File: config.mk
export PLATFORM = sky130hd
export DESIGN_NAME = if_fetch_stage
export DESIGN_NICKNAME = d
export VERILOG_FILES = /design/src/rtl/mips_pkg.sv /design/src/rtl/if_hold_buf.sv /design/src/rtl/if_fetch_stage.sv
export SDC_FILE = /design/constraint.sdc
export NUM_CORES = 1
export LEC_CHECK = 0
export ABC_CLOCK_PERIOD_IN_PS = 5890
export CAP_MARGIN = 20
export CORE_ASPECT_RATIO = 1.4
export CORE_MARGIN = 3
export CORE_UTILIZATION = 40
export DETAILED_ROUTE_END_ITERATION = 8
export GPL_TIMING_DRIVEN = 1
export PLACE_DENSITY = 0.65
export RECOVER_POWER = 100
export SLEW_MARGIN = 10
export SYNTH_ARGS = -nofsm -noshare
export SYNTH_HDL_FRONTEND = slang
export SYNTH_SLANG_ARGS = --single-unit
File: constraint.sdc
create_clock -name clk -period 5.89 [get_ports clk]
set_input_delay 0.8835 -clock clk [delete_from_list [all_inputs] [get_ports clk]]
set_output_delay 0.8835 -clock clk [all_outputs]
set_load 0.02 [all_outputs]
File: src/rtl/mips_pkg.sv
// Shared MIPS pipeline definitions: address width, reset vector, NOP encoding
// and the instruction-fetch FSM state type.
package mips_pkg;

    localparam int              ADDR_W   = 32;
    localparam logic [ADDR_W-1:0] RESET_PC = 32'h8000_0000;
    localparam logic [31:0]     NOP_INST = 32'h0000_0000;

    typedef enum logic [0:0] {
        FETCH = 1'b0,
        HOLD  = 1'b1
    } if_state_t;

endpackage

File: src/rtl/if_hold_buf.sv
// One-entry instruction skid buffer: parks a word returned by memory while the
// pipeline is stalled, and releases it when the stall lifts.
module if_hold_buf (
    input  logic        clk,
    input  logic        rst,
    input  logic        load,
    input  logic        unload,
    input  logic [31:0] load_data,
    output logic        valid,
    output logic [31:0] data
);
    import mips_pkg::*;

    logic        valid_q, valid_d;
    logic [31:0] data_q, data_d;

    always_comb begin
        valid_d = valid_q;
        data_d  = data_q;
        if (load) begin
            valid_d = 1'b1;
            data_d  = load_data;
        end else if (unload) begin
            valid_d = 1'b0;
        end
    end

    // NOTE: the single data register is reset along with the valid flag so the
    // buffer reads as a clean NOP after reset; a deeper array would not be.
    always_ff @(posedge clk or posedge rst) begin
        if (rst) begin
            valid_q <= 1'b0;
            data_q  <= NOP_INST;
        end else begin
            valid_q <= valid_d;
            data_q  <= data_d;
        end
    end

    assign valid = valid_q;
    assign data  = data_q;

endmodule

File: src/rtl/if_fetch_stage.sv
// MIPS instruction-fetch stage: PC, memory request FSM, delay-slot redirects
// and the IF/ID register. Build option IF_ADEL_EN adds misaligned-PC traps.
module if_fetch_stage #(
    parameter int                ADDR_W   = mips_pkg::ADDR_W,
    parameter logic [ADDR_W-1:0] RESET_PC = mips_pkg::RESET_PC
) (
    input  logic              clk,
    input  logic              rst,
    input  logic              IF_stall,
    input  logic              ID_stall,
    input  logic              redirect_valid,
    input  logic [ADDR_W-1:0] redirect_target,
    output logic              inst_req,
    output logic [ADDR_W-1:0] inst_addr,
    input  logic              inst_rdy,
    input  logic [31:0]       inst_rdata,
    output logic              id_valid,
    output logic [ADDR_W-1:0] id_pc,
    output logic [31:0]       id_inst
`ifdef IF_ADEL_EN
    ,
    output logic              id_adel
`endif
);
    import mips_pkg::*;

    if_state_t         state_q, state_d;
    logic [ADDR_W-1:0] pc_q, pc_d;
    logic              redirect_pend_q, redirect_pend_d;
    logic [ADDR_W-1:0] pend_target_q, pend_target_d;
    logic              id_valid_q, id_valid_d;
    logic [ADDR_W-1:0] id_pc_q, id_pc_d;
    logic [31:0]       id_inst_q, id_inst_d;

    logic              stall, redir_acc, use_redirect, misaligned;
    logic              deliver_mem, deliver_buf, deliver_adel, capture;
    logic [ADDR_W-1:0] redir_tgt, redirect_pc, next_pc;
    logic              buf_valid;
    logic [31:0]       buf_data;

`ifdef IF_ADEL_EN
    logic adel_sent_q, adel_sent_d;
    logic id_adel_q, id_adel_d;
    assign redir_tgt    = redirect_target;
    assign misaligned   = (pc_q[1:0] != 2'b00);
    assign deliver_adel = (state_q == FETCH) && misaligned && !adel_sent_q && !stall;
`else
    assign redir_tgt    = redirect_target & ~ADDR_W'(3);
    assign misaligned   = 1'b0;
    assign deliver_adel = 1'b0;
`endif

    // An IF-only release with ID still held is treated as a full stall.
    assign stall        = IF_stall | ID_stall;
    assign redir_acc    = redirect_valid && !ID_stall;
    assign use_redirect = redirect_pend_q || redir_acc;
    assign redirect_pc  = redirect_pend_q ? pend_target_q : redir_tgt;
    assign next_pc      = use_redirect ? redirect_pc : pc_q + ADDR_W'(4);

    assign deliver_mem  = (state_q == FETCH) && !misaligned && inst_rdy && !stall;
    assign capture      = (state_q == FETCH) && !misaligned && inst_rdy && stall;
    assign deliver_buf  = (state_q == HOLD) && buf_valid && !stall;

    if_hold_buf u_hold_buf (
        .clk       (clk),
        .rst       (rst),
        .load      (capture),
        .unload    (deliver_buf),
        .load_data (inst_rdata),
        .valid     (buf_valid),
        .data      (buf_data)
    );

    // NOTE: every variable gets its hold value first, so paths that do not
    // assign it cannot infer a latch.
    always_comb begin
        state_d         = state_q;
        pc_d            = pc_q;
        redirect_pend_d = redirect_pend_q;
        pend_target_d   = pend_target_q;
        id_valid_d      = id_valid_q;
        id_pc_d         = id_pc_q;
        id_inst_d       = id_inst_q;
`ifdef IF_ADEL_EN
        adel_sent_d     = adel_sent_q;
        id_adel_d       = id_adel_q;
`endif
        if (deliver_mem || deliver_buf || deliver_adel) begin
            id_valid_d      = 1'b1;
            id_pc_d         = pc_q;
            id_inst_d       = deliver_buf ? buf_data : (deliver_mem ? inst_rdata : NOP_INST);
            pc_d            = (deliver_adel && !use_redirect) ? pc_q : next_pc;
            redirect_pend_d = 1'b0;
            state_d         = FETCH;
`ifdef IF_ADEL_EN
            id_adel_d       = deliver_adel;
            adel_sent_d     = deliver_adel && !use_redirect;
`endif
        end else begin
            if (capture) begin
                state_d = HOLD;
            end
            if (redir_acc) begin
                redirect_pend_d = 1'b1;
                pend_target_d   = redir_tgt;
            end
            if (!ID_stall) begin
                id_valid_d = 1'b0;
                id_inst_d  = NOP_INST;
`ifdef IF_ADEL_EN
                id_adel_d  = 1'b0;
`endif
            end
`ifdef IF_ADEL_EN
            // A trapped PC stays parked until a redirect moves it elsewhere.
            if (adel_sent_q && use_redirect && !stall) begin
                pc_d            = redirect_pc;
                redirect_pend_d = 1'b0;
                adel_sent_d     = 1'b0;
            end
`endif
        end
    end

    // NOTE: sequential state uses non-blocking assignments so all flops update
    // together from values sampled before the edge.
    always_ff @(posedge clk or posedge rst) begin
        if (rst) begin
            state_q         <= FETCH;
            pc_q            <= RESET_PC;
            redirect_pend_q <= 1'b0;
            pend_target_q   <= '0;
            id_valid_q      <= 1'b0;
            id_pc_q         <= '0;
            id_inst_q       <= NOP_INST;
        end else begin
            state_q         <= state_d;
            pc_q            <= pc_d;
            redirect_pend_q <= redirect_pend_d;
            pend_target_q   <= pend_target_d;
            id_valid_q      <= id_valid_d;
            id_pc_q         <= id_pc_d;
            id_inst_q       <= id_inst_d;
        end
    end

`ifdef IF_ADEL_EN
    always_ff @(posedge clk or posedge rst) begin
        if (rst) begin
            adel_sent_q <= 1'b0;
            id_adel_q   <= 1'b0;
        end else begin
            adel_sent_q <= adel_sent_d;
            id_adel_q   <= id_adel_d;
        end
    end
    assign id_adel = id_adel_q;
`endif

    assign inst_req  = !rst && (state_q == FETCH) && !misaligned;
    assign inst_addr = pc_q;
    assign id_valid  = id_valid_q;
    assign id_pc     = id_pc_q;
    assign id_inst   = id_inst_q;

    // A branch cannot sit in ID while its own delay-slot redirect is pending.
    a_no_redirect_while_pend: assert property (@(posedge clk) disable iff (rst)
        !(redirect_valid && !ID_stall && redirect_pend_q));

endmodule

==> results of run 1 <==
Yosys cell counts (2+ instances only):
| cell | number | area, sq um |
|---|---|---|
| nand4_1 | 6 | 37.54 |
| a222oi_1 | 32 | 320.3 |
| and3_1 | 7 | 43.79 |
| nor2_1 | 33 | 123.9 |
| dfrtp_1 | 157 | 3929 |
| buf_4 | 5 | 37.54 |
| nor3_1 | 6 | 30.03 |
| buf_1 | 3 | 11.26 |
| a221o_1 | 2 | 20.02 |
| clkbuf_1 | 33 | 123.9 |
| mux2_2 | 59 | 664.4 |
| and4_1 | 6 | 52.55 |
| o31ai_1 | 6 | 45.04 |
| a211oi_1 | 5 | 37.54 |
| o22ai_1 | 2 | 12.51 |
| nand2b_1 | 2 | 12.51 |
| a211o_1 | 2 | 17.52 |
| o21ai_0 | 30 | 150.1 |
| a311oi_1 | 7 | 61.31 |
| nand2_1 | 113 | 424.2 |
| a41oi_1 | 4 | 35.03 |
| a41o_1 | 2 | 20.02 |
| mux2i_1 | 3 | 30.03 |
| o221ai_1 | 3 | 26.28 |
| o22a_1 | 6 | 52.55 |
| o21a_1 | 2 | 15.01 |
| buf_2 | 13 | 65.06 |
| nor3b_1 | 3 | 22.52 |
| inv_1 | 40 | 150.1 |
| a21oi_1 | 44 | 220.2 |
| mux2_1 | 2 | 22.52 |
| nor2b_1 | 2 | 12.51 |
| and2_1 | 3 | 18.77 |
| a31oi_1 | 4 | 25.02 |
| or3_1 | 5 | 31.28 |
| nand3_1 | 11 | 55.05 |
where the power goes:
part	internal (uW)	switching [uW]
clock network	693	458
logic	810	972
registers	1530	367
total	3030	1800
cells by family (layout without fill, tap and decap cells):
group / after synthesis / in the layout / synth area share
AO/OA/AOI/OAI: 160 / 160 / 0.1596
adder cells (fa/ha/maj): 1 / 1 / 0.001758
buffers and inverters: 95 / 246 / 0.05608
flip-flops: 158 / 158 / 0.5557
multiplexers: 64 / 64 / 0.1007
other: 1 / 4 / 0.0005269
AND/OR/NAND/NOR: 199 / 199 / 0.1255
registers in the layout, summed over array words and instances, names as in the netlist:
name / cells
id_inst: 32
id_pc: 30
id_valid: 1
inst_addr: 30
pend_target_q: 30
redirect_pend_q: 1
state_q: 1
u_hold_buf.data: 32
u_hold_buf.valid: 1
final timing paths:
check,to
hold reg to reg,id_pc[27]$_DFFE_PP0N_
setup / recovery,inst_addr[20]$_DFFE_PP0N_
setup reg to reg,inst_addr[28]$_DFFE_PP0N_
min in group asynchronous,id_inst[14]$_DFFE_PP0P_
hold / removal,id_pc[27]$_DFFE_PP0N_
max in group asynchronous,inst_addr[28]$_DFFE_PP0N_
routing by layer:
metal | vias up | GRT usage | wire (um)
met5 | - | 0 | 0
met4 | 0 | 0.06853 | 337
li1 | 2707 | - | -
met1 | 2952 | 0.2263 | 7538
met2 | 204 | 0.3651 | 10130
met3 | 31 | 0.06889 | 1511
per-stage QoR:
stage	worst slack [ns]	util	cell area [sq um]	power (uW)
2_1_floorplan	0.7449	-	7128	2936
3_3_place_gp	2.401	0.5116	8902	3739
3_5_place_dp	2.368	0.5116	8902	3815
4_1_cts	2.815	0.5471	9520	4987
5_1_grt	1.451	0.5477	9532	5135
6_report	1.741	0.5477	9532	4826
critical path, stage by stage:
cell and delay (ns):
dlygate4sd3_1 0.52, clkbuf_1 1.31, nand2b_1 0.23, buf_4 0.36, nand2_1 0.53, a41o_1 0.40, a21oi_1 0.15, a21oi_1 0.05
final cells by class:
| class | instances | area share |
|---|---|---|
| inverters | 40 | 0.01588 |
| repair buffers | 174 | 0.1806 |
| flip-flops and latches | 158 | 0.4149 |
| well taps | 236 | 0.03098 |
| clock buffers | 20 | 0.04791 |
| clock inverters | 12 | 0.01693 |
| multi-input cells | 428 | 0.2927 |
==> flow_summary.toml, run 1 <==
[logic_synthesis]
ys.warnings.count = 0
async_flop_share = 1.000
ys_seq_elements = 158
avgSynthCellArea_sq_um = 10.50
ys_seq_area_frac = 0.5557
synth_edf_count = 0
synth_ff_type = "dfrtp_1"
synth_cell_types = 51
netlist_area_sq_um = 7117
synthCells = 678

[placed_design]
portBuffers = 161
dpl.cell_count = 1035
hpwlAfterDp_mm = 12.97
finalWeightedCongestion = 0.8234

[status]
status = "finished with violations"
violations = "max-capacitance violations, max-slew violations"

[final_layout]
multi_input_area_sq_um = 2790
final_nets = 890
final_common_cell = "dfrtp_1"
syn2layout_area_growth_pct = 33.93
final_layout_size_suffix_gt1_frac = 0.1310
final_cell_mix = "157 x dfrtp_1, 113 x nand2_1, 96 x dlygate4sd3_1, 65 x clkdlybuf4s50_1, 59 x mux2_2"
regArea_sq_um = 3955
fill_cells = 1594
stdcell_count = 1068
antenna_cells = 0

[timing]
finalCritPeriodShare = 0.7044
finalSetupViolCount = 0
rsz0062_at_grt = "no"
hold_violations = 0
clock_skew_ns = 0.009148
report.final.slew_viol_count = 73
slew_headroom = -0.2145
min_period_ns = 4.149
finalSetupTns_ns = 0
tightest_slew_ns = 1.822
fmax_mhz = 241.0
hold_ws_ns = 0.4670

[clock_tree]
post_cts.repair.setup_buffers = 0
root_buffer = "clkbuf_16"
cts_resized = 0
cts_tree = "yes"
path_clk_slew_ns = 0.06
clockBufferDepth = 2
insertion_delay_ns = 0.42
cts_hold_buf = 0
cts_made_buffers = 17
htreeDepth = 4
cts.sinks = 158

[global_route]
grt.overflow.total = 0
grt_max_degree = 117
grt_usage = 0.2036
grt_antenna_before_repair = 0
grt_first_pass_wirelength_mm = 31.79
grt_pass1_vias = 6249

[power_and_ir_drop]
p_leak_uw = 0.004372
power_density_nw_per_um2 = 506.3
ir_drop_mv = 0.2938

[routing]
dr.pass1.iters = 6
remaining_drc_errors = 0
finalWirelength_mm = 19.51
postRouteAntennaNets = 0
drt_iter0_drc = 434
routed_via_density = 5.519
via_count = 5894
wl_per_cell_um = 18.27

[min_path]
hp-start = "id_pc[27]$_DFFE_PP0N_"
min_path_cells = 2
hp-class = "register to register"

[die]
fp.dieArea_sq_um = 19450
start_util = 0.4090
die_x_um = 118.7
die_y_um = 163.8
ios = 168
core_sq_um = 17400
rows = 57

[worst_setup_path]
ff2ff_path_depth = 5
path_class = "input port to register"
r2r-start = "redirect_pend_q$_DFFE_PP0P_"
critPathRequiredTime_ns = 6.19
cp.arrival_ns = 4.45
cp-end-kind = "register"
startpoint = "ID_stall"
rrSetupSlack_ns = 2.93
worstSetupStartpointType = "input port"
critPathMaxFanout = 39

[job]
cap_violations = 2
(Power assumes the default switching activity.)
==> inputs of run 2 (changes only) <==
--- a/config.mk
+++ b/config.mk
@@ -5,7 +5,7 @@
 export SDC_FILE = /design/constraint.sdc
 export NUM_CORES = 1
 export LEC_CHECK = 0
-export ABC_CLOCK_PERIOD_IN_PS = 5890
+export ABC_CLOCK_PERIOD_IN_PS = 4100
 export CAP_MARGIN = 20
 export CORE_ASPECT_RATIO = 1.4
 export CORE_MARGIN = 3
==> constraint.sdc (replaced) <==
create_clock -name clk -period 4.1 [get_ports clk]
set_input_delay 0.615 -clock clk [delete_from_list [all_inputs] [get_ports clk]]
set_output_delay 0.615 -clock clk [all_outputs]
set_load 0.02 [all_outputs]
==> run 2 against run 1 <==
  * The run still ends with max-capacitance violations, max-slew violations left
  * Sequential power increased by 43%
  * Sequential share of layout area grew 0.082 points
  * Worst setup slack worse by 0.83 ns
  * Clock power rose by 39%
  * Flip-flop and latch count stayed put
  * Register-to-register slack lost 1.9 ns
  * Count of clock-buffer cells in the layout rose by 1
  * Via count fell by 0.54%
  * Critical path type unchanged
  * Critical endpoint is now pend_target_q[3]$_DFFE_PP0P_
  * Highest routed layer is now met5
==> flow_summary.toml, run 2 (synthesis results as in run 1) <==
[status]
status = "finished with violations"
violations = "max-capacitance violations, max-slew violations"

[placed_design]
finalWeightedCongestion = 0.8113
portBuffers = 161
pre_cts_ws_ns = 1.112
hpwlAfterDp_mm = 12.99
dpl.cell_count = 1037

[worst_setup_path]
r2r-end = "pend_target_q[3]$_DFFE_PP0P_"
rrSetupSlack_ns = 1.07
slowest_stage = "clkbuf_1"
critPathMaxFanout = 21
crit_chain = "dlygate4sd3_1 -> nand2b_1 -> a211o_2 -> nand2_1 -> clkbuf_1 -> mux2_2"
worstSetupStartpointType = "input port"
cp.arrival_ns = 3.48
path_delay_family = "buffers and inverters"
path_class = "input port to register"
cp-end-kind = "register"
critPathRequiredTime_ns = 4.40
r2r-start = "state_q$_DFFE_PP0P_"
critPathBufInv = 2
ff2ff_path_depth = 5
slowest_delay_ns = 0.99

[final_layout]
final_cell_mix = "157 x dfrtp_1, 113 x nand2_1, 97 x dlygate4sd3_1, 64 x clkdlybuf4s50_1, 59 x mux2_2"
final_common_cell = "dfrtp_1"
syn2layout_area_growth_pct = 33.67
fill_cells = 1629
post-route-util = 0.5467
final_layout_size_suffix_gt1_frac = 0.1283
stdcell_count = 1071
final_nets = 892

[die]
ios = 168
die_y_um = 163.8
rows = 57
core_sq_um = 17400
start_util = 0.4090
die_x_um = 118.7
fp.dieArea_sq_um = 19450

[clock_tree]
cts_resized = 0
insertion_delay_ns = 0.42
path_clk_slew_ns = 0.06
root_buffer = "clkbuf_16"
clockBufferDepth = 2
cts_made_buffers = 17
cts.sinks = 158
cts_tree = "yes"
post_cts.repair.setup_buffers = 0
cts_hold_buf = 0
htreeDepth = 4

[global_route]
grt_usage = 0.2026
grt_pass1_vias = 6106
grt_max_degree = 73
grt_antenna_before_repair = 2
grt.overflow.total = 0
grt_first_pass_wirelength_mm = 31.48

[timing]
slew_headroom = -0.2235
finalSetupViolCount = 0
hold_violations = 0
finalCritPeriodShare = 0.7767
report.final.slew_viol_count = 65
fin_ws_ns = 0.9155
rsz0062_at_grt = "no"
fmax_mhz = 314.0
finalSetupTns_ns = 0
min_period_ns = 3.185
clock_skew_ns = 0.008672
tightest_slew_ns = 1.835

[min_path]
hold_end = "id_pc[18]$_DFFE_PP0N_"
hp-class = "register to register"
min_path_cells = 2
hp-start = "id_pc[18]$_DFFE_PP0N_"

[routing]
drt_iter0_drc = 364
routed_via_density = 5.473
via_count = 5862
finalWirelength_mm = 19.32
dr.pass1.iters = 5
remaining_drc_errors = 0
wl_per_cell_um = 18.04
postRouteAntennaNets = 0

[power_and_ir_drop]
p_leak_uw = 0.004350
ir_drop_mv = 0.3638
power_density_nw_per_um2 = 722.0

[job]
cap_violations = 2
==> run 2: changes by cell type in the layout (fill, tap and decap cells not counted), sizes merged <==
cell	previous run	this run
clkbuf	22	27
dlygate4sd3	96	97
clkinv	5	0
bufinv	3	2
buf	11	9
diode	0	1
inv	40	42
clkdlybuf4s50	65	64
clkinvlp	4	7
==> run 2: through the flow <==
stage / total power (uW) / cell area, sq um / hold slack (ns)
3_5_place_dp: 5483 / 8941 / 0.4623
2_1_floorplan: 4218 / 7132 / 0.4502
4_1_cts: 7109 / 9543 / 0.4778
5_1_grt: 7311 / 9513 / 0.4879
6_report: 6868 / 9513 / 0.4649
3_3_place_gp: 5371 / 8941 / 0.4583
==> run 2: layer usage <==
metal | routed length, um | track usage
met1 | 7519 | 0.2253
met2 | 9969 | 0.3627
met3 | 1413 | 0.06579
met4 | 408 | 0.07380
met5 | 13 | 0
==> run 2: final cells by class <==
| cell class | instances | area, sq um | area share |
|---|---|---|---|
| multi-input combinational | 428 | 2779 | 0.2921 |
| tap | 236 | 295.3 | 0.03104 |
| timing repair buffer | 176 | 1728 | 0.1816 |
| antenna | 1 | 2.502 | 0.0002631 |
| inverter | 40 | 151.4 | 0.01591 |
| clock inverter | 11 | 131.4 | 0.01381 |
| clock buffer | 21 | 470.5 | 0.04945 |
| sequential | 158 | 3955 | 0.4158 |
==> run 2: worst max path at each step <==
stage	from	end	slack, ns	depth (start not counted)
after floorplan	rst	id_inst[0]$_DFFE_PP0P_	1.48	1
after global placement	inst_rdy	pend_target_q[3]$_DFFE_PP0P_	1.16	6
after detailed placement	inst_rdy	pend_target_q[3]$_DFFE_PP0P_	1.11	6
after CTS	inst_rdy	pend_target_q[3]$_DFFE_PP0P_	1.56	6
after global routing	inst_rdy	pend_target_q[3]$_DFFE_PP0P_	0.76	6
final	inst_rdy	pend_target_q[3]$_DFFE_PP0P_	0.92	6
==> run 2: tightest hold or removal path: cells and delay by family (launching register included) <==
family	cells	cell delay (ns)
flip-flops	1	0.33
AND/OR/NAND/NOR	2	0.10
==> run 2: report_power, final <==
| part | internal, uW | total [uW] | switching [uW] |
|---|---|---|---|
| registers | 2190 | 2700 | 512 |
| logic | 1160 | 2560 | 1400 |
| clock network | 952 | 1600 | 651 |
==> inputs of run 3 (changes only) <==
--- a/config.mk
+++ b/config.mk
@@ -5,7 +5,7 @@
 export SDC_FILE = /design/constraint.sdc
 export NUM_CORES = 1
 export LEC_CHECK = 0
-export ABC_CLOCK_PERIOD_IN_PS = 4100
+export ABC_CLOCK_PERIOD_IN_PS = 3200
 export CAP_MARGIN = 20
 export CORE_ASPECT_RATIO = 1.4
 export CORE_MARGIN = 3
==> constraint.sdc (replaced) <==
create_clock -name clk -period 3.2 [get_ports clk]
set_input_delay 0.48 -clock clk [delete_from_list [all_inputs] [get_ports clk]]
set_output_delay 0.48 -clock clk [all_outputs]
set_load 0.02 [all_outputs]
==> run 3 against run 2 <==
  * The run still ends with max-capacitance violations, max-slew violations left
  * Clock power up 38%
  * Power grew 31%
  * Global-route usage up 0.13 points
  * Via count is essentially flat
  * Critical path depth is the same
  * Flip-flop and latch count unchanged
  * Combinational power up 30%
  * Critical path type unchanged
==> flow_summary.toml, run 3 (synthesis results as in run 1) <==
[die]
die_y_um = 163.8
start_util = 0.4090
core_sq_um = 17400
fp.dieArea_sq_um = 19450
die_x_um = 118.7
rows = 57
ios = 168

[clock_tree]
cts_resized = 0
path_clk_slew_ns = 0.06
cts_hold_buf = 0
insertion_delay_ns = 0.42
clockBufferDepth = 2
cts_tree = "yes"
cts_made_buffers = 17
htreeDepth = 4
cts.sinks = 158
post_cts.repair.setup_buffers = 0
root_buffer = "clkbuf_16"

[worst_setup_path]
ff2ff_path_depth = 6
critPathMaxFanout = 34
worstSetupStartpointType = "input port"
cp.arrival_ns = 2.86
path_class = "input port to register"
r2r-end = "inst_addr[28]$_DFFE_PP0N_"
cp-end-kind = "register"
critPathRequiredTime_ns = 3.50
rrSetupSlack_ns = 0.80
r2r-start = "inst_addr[8]$_DFFE_PP0N_"

[final_layout]
antenna_cells = 0
syn2layout_area_growth_pct = 34.23
post-route-util = 0.5490
fill_cells = 1596
final_layout_size_suffix_gt1_frac = 0.1304
regArea_sq_um = 3955
final_nets = 894
final_cell_mix = "157 x dfrtp_1, 113 x nand2_1, 96 x dlygate4sd3_1, 65 x clkdlybuf4s50_1, 59 x mux2_2"
final_common_cell = "dfrtp_1"
multi_input_area_sq_um = 2764

[min_path]
hp-start = "id_pc[20]$_DFFE_PP0N_"
min_path_cells = 2
hold_end = "id_pc[20]$_DFFE_PP0N_"
hp-class = "register to register"

[routing]
postRouteAntennaNets = 0
dr.pass1.iters = 8
via_count = 5860
finalWirelength_mm = 19.25
routed_via_density = 5.466
drt_iter0_drc = 336
wl_per_cell_um = 17.96
remaining_drc_errors = 0

[timing]
fmax_mhz = 391.3
clock_skew_ns = 0.01384
tightest_slew_ns = 1.588
min_period_ns = 2.555
hold_violations = 0
report.final.slew_viol_count = 115
slew_headroom = -0.05868
finalSetupTns_ns = 0
finalCritPeriodShare = 0.7985
finalSetupViolCount = 0
rsz0062_at_grt = "no"

[power_and_ir_drop]
p_leak_uw = 0.004398
ir_drop_mv = 0.6037
power_density_nw_per_um2 = 939.3

[global_route]
grt_pass1_vias = 6194
grt_usage = 0.2039
grt_max_degree = 115
grt.overflow.total = 0
grt_antenna_before_repair = 0
grt_first_pass_wirelength_mm = 31.75

[job]
cap_violations = 1

[status]
violations = "max-capacitance violations, max-slew violations"
status = "finished with violations"

[placed_design]
portBuffers = 161
finalWeightedCongestion = 0.8242
hpwlAfterDp_mm = 12.73
## run 3: cell type report
| type | instances | share of cell area |
|---|---|---|
| flip-flops and latches | 158 | 0.4140 |
| repair buffers | 178 | 0.1822 |
| inverters | 40 | 0.01611 |
| multi-input cells | 428 | 0.2893 |
| clock buffers | 18 | 0.04492 |
| well taps | 236 | 0.03091 |
| clock inverters | 14 | 0.02253 |
## run 3: metrics by stage
stage	setup WS, ns	instance area [sq um]	hold slack (ns)	instances	power (uW)
CTS	0.9859	9620	0.4765	1072	9288
floorplan	0.7200	7132	0.4502	681	5404
global placement	0.7692	8976	0.4573	1040	6899
detailed placement	0.7294	8976	0.4611	1040	7051
global route	0.4422	9553	0.4899	1072	9564
finish	0.6446	9553	0.4645	1072	8973
## run 3: worst max path at each step
stage                                   startpoint                            end  cells past startpoint
after floorplan                                rst         id_inst[0]$_DFFE_PP0P_                      1
after global placement                    inst_rdy  pend_target_q[17]$_DFFE_PP0P_                      6
after detailed placement                  inst_rdy  pend_target_q[17]$_DFFE_PP0P_                      6
after CTS                 inst_addr[8]$_DFFE_PP0N_      inst_addr[28]$_DFFE_PP0N_                      6
after global routing                      ID_stall         id_inst[6]$_DFFE_PP0P_                      6
final                                     ID_stall        id_inst[28]$_DFFE_PP0P_                      6
## run 3: metal layers
metal  part of all wire  up-vias  wire length, um  track usage
met3              0.084       32             1625      0.07303
met5                  0        -                0            0
met1               0.39     2883             7475       0.2319
met2               0.51      231             9766       0.3495
met4              0.020        0              386      0.08329
li1                   -     2714                -            -
## run 3: worst max-delay path: stages
cell	delay [ns]
dlygate4sd3_1	0.65
clkbuf_2	0.63
nor3_1	0.13
clkbuf_2	0.45
a222oi_1	0.42
inv_1	0.07
## run 3: where the power goes
group / switching, uW / internal, uW
logic: 1830 / 1510
registers: 620 / 2810
clock network: 817 / 1390
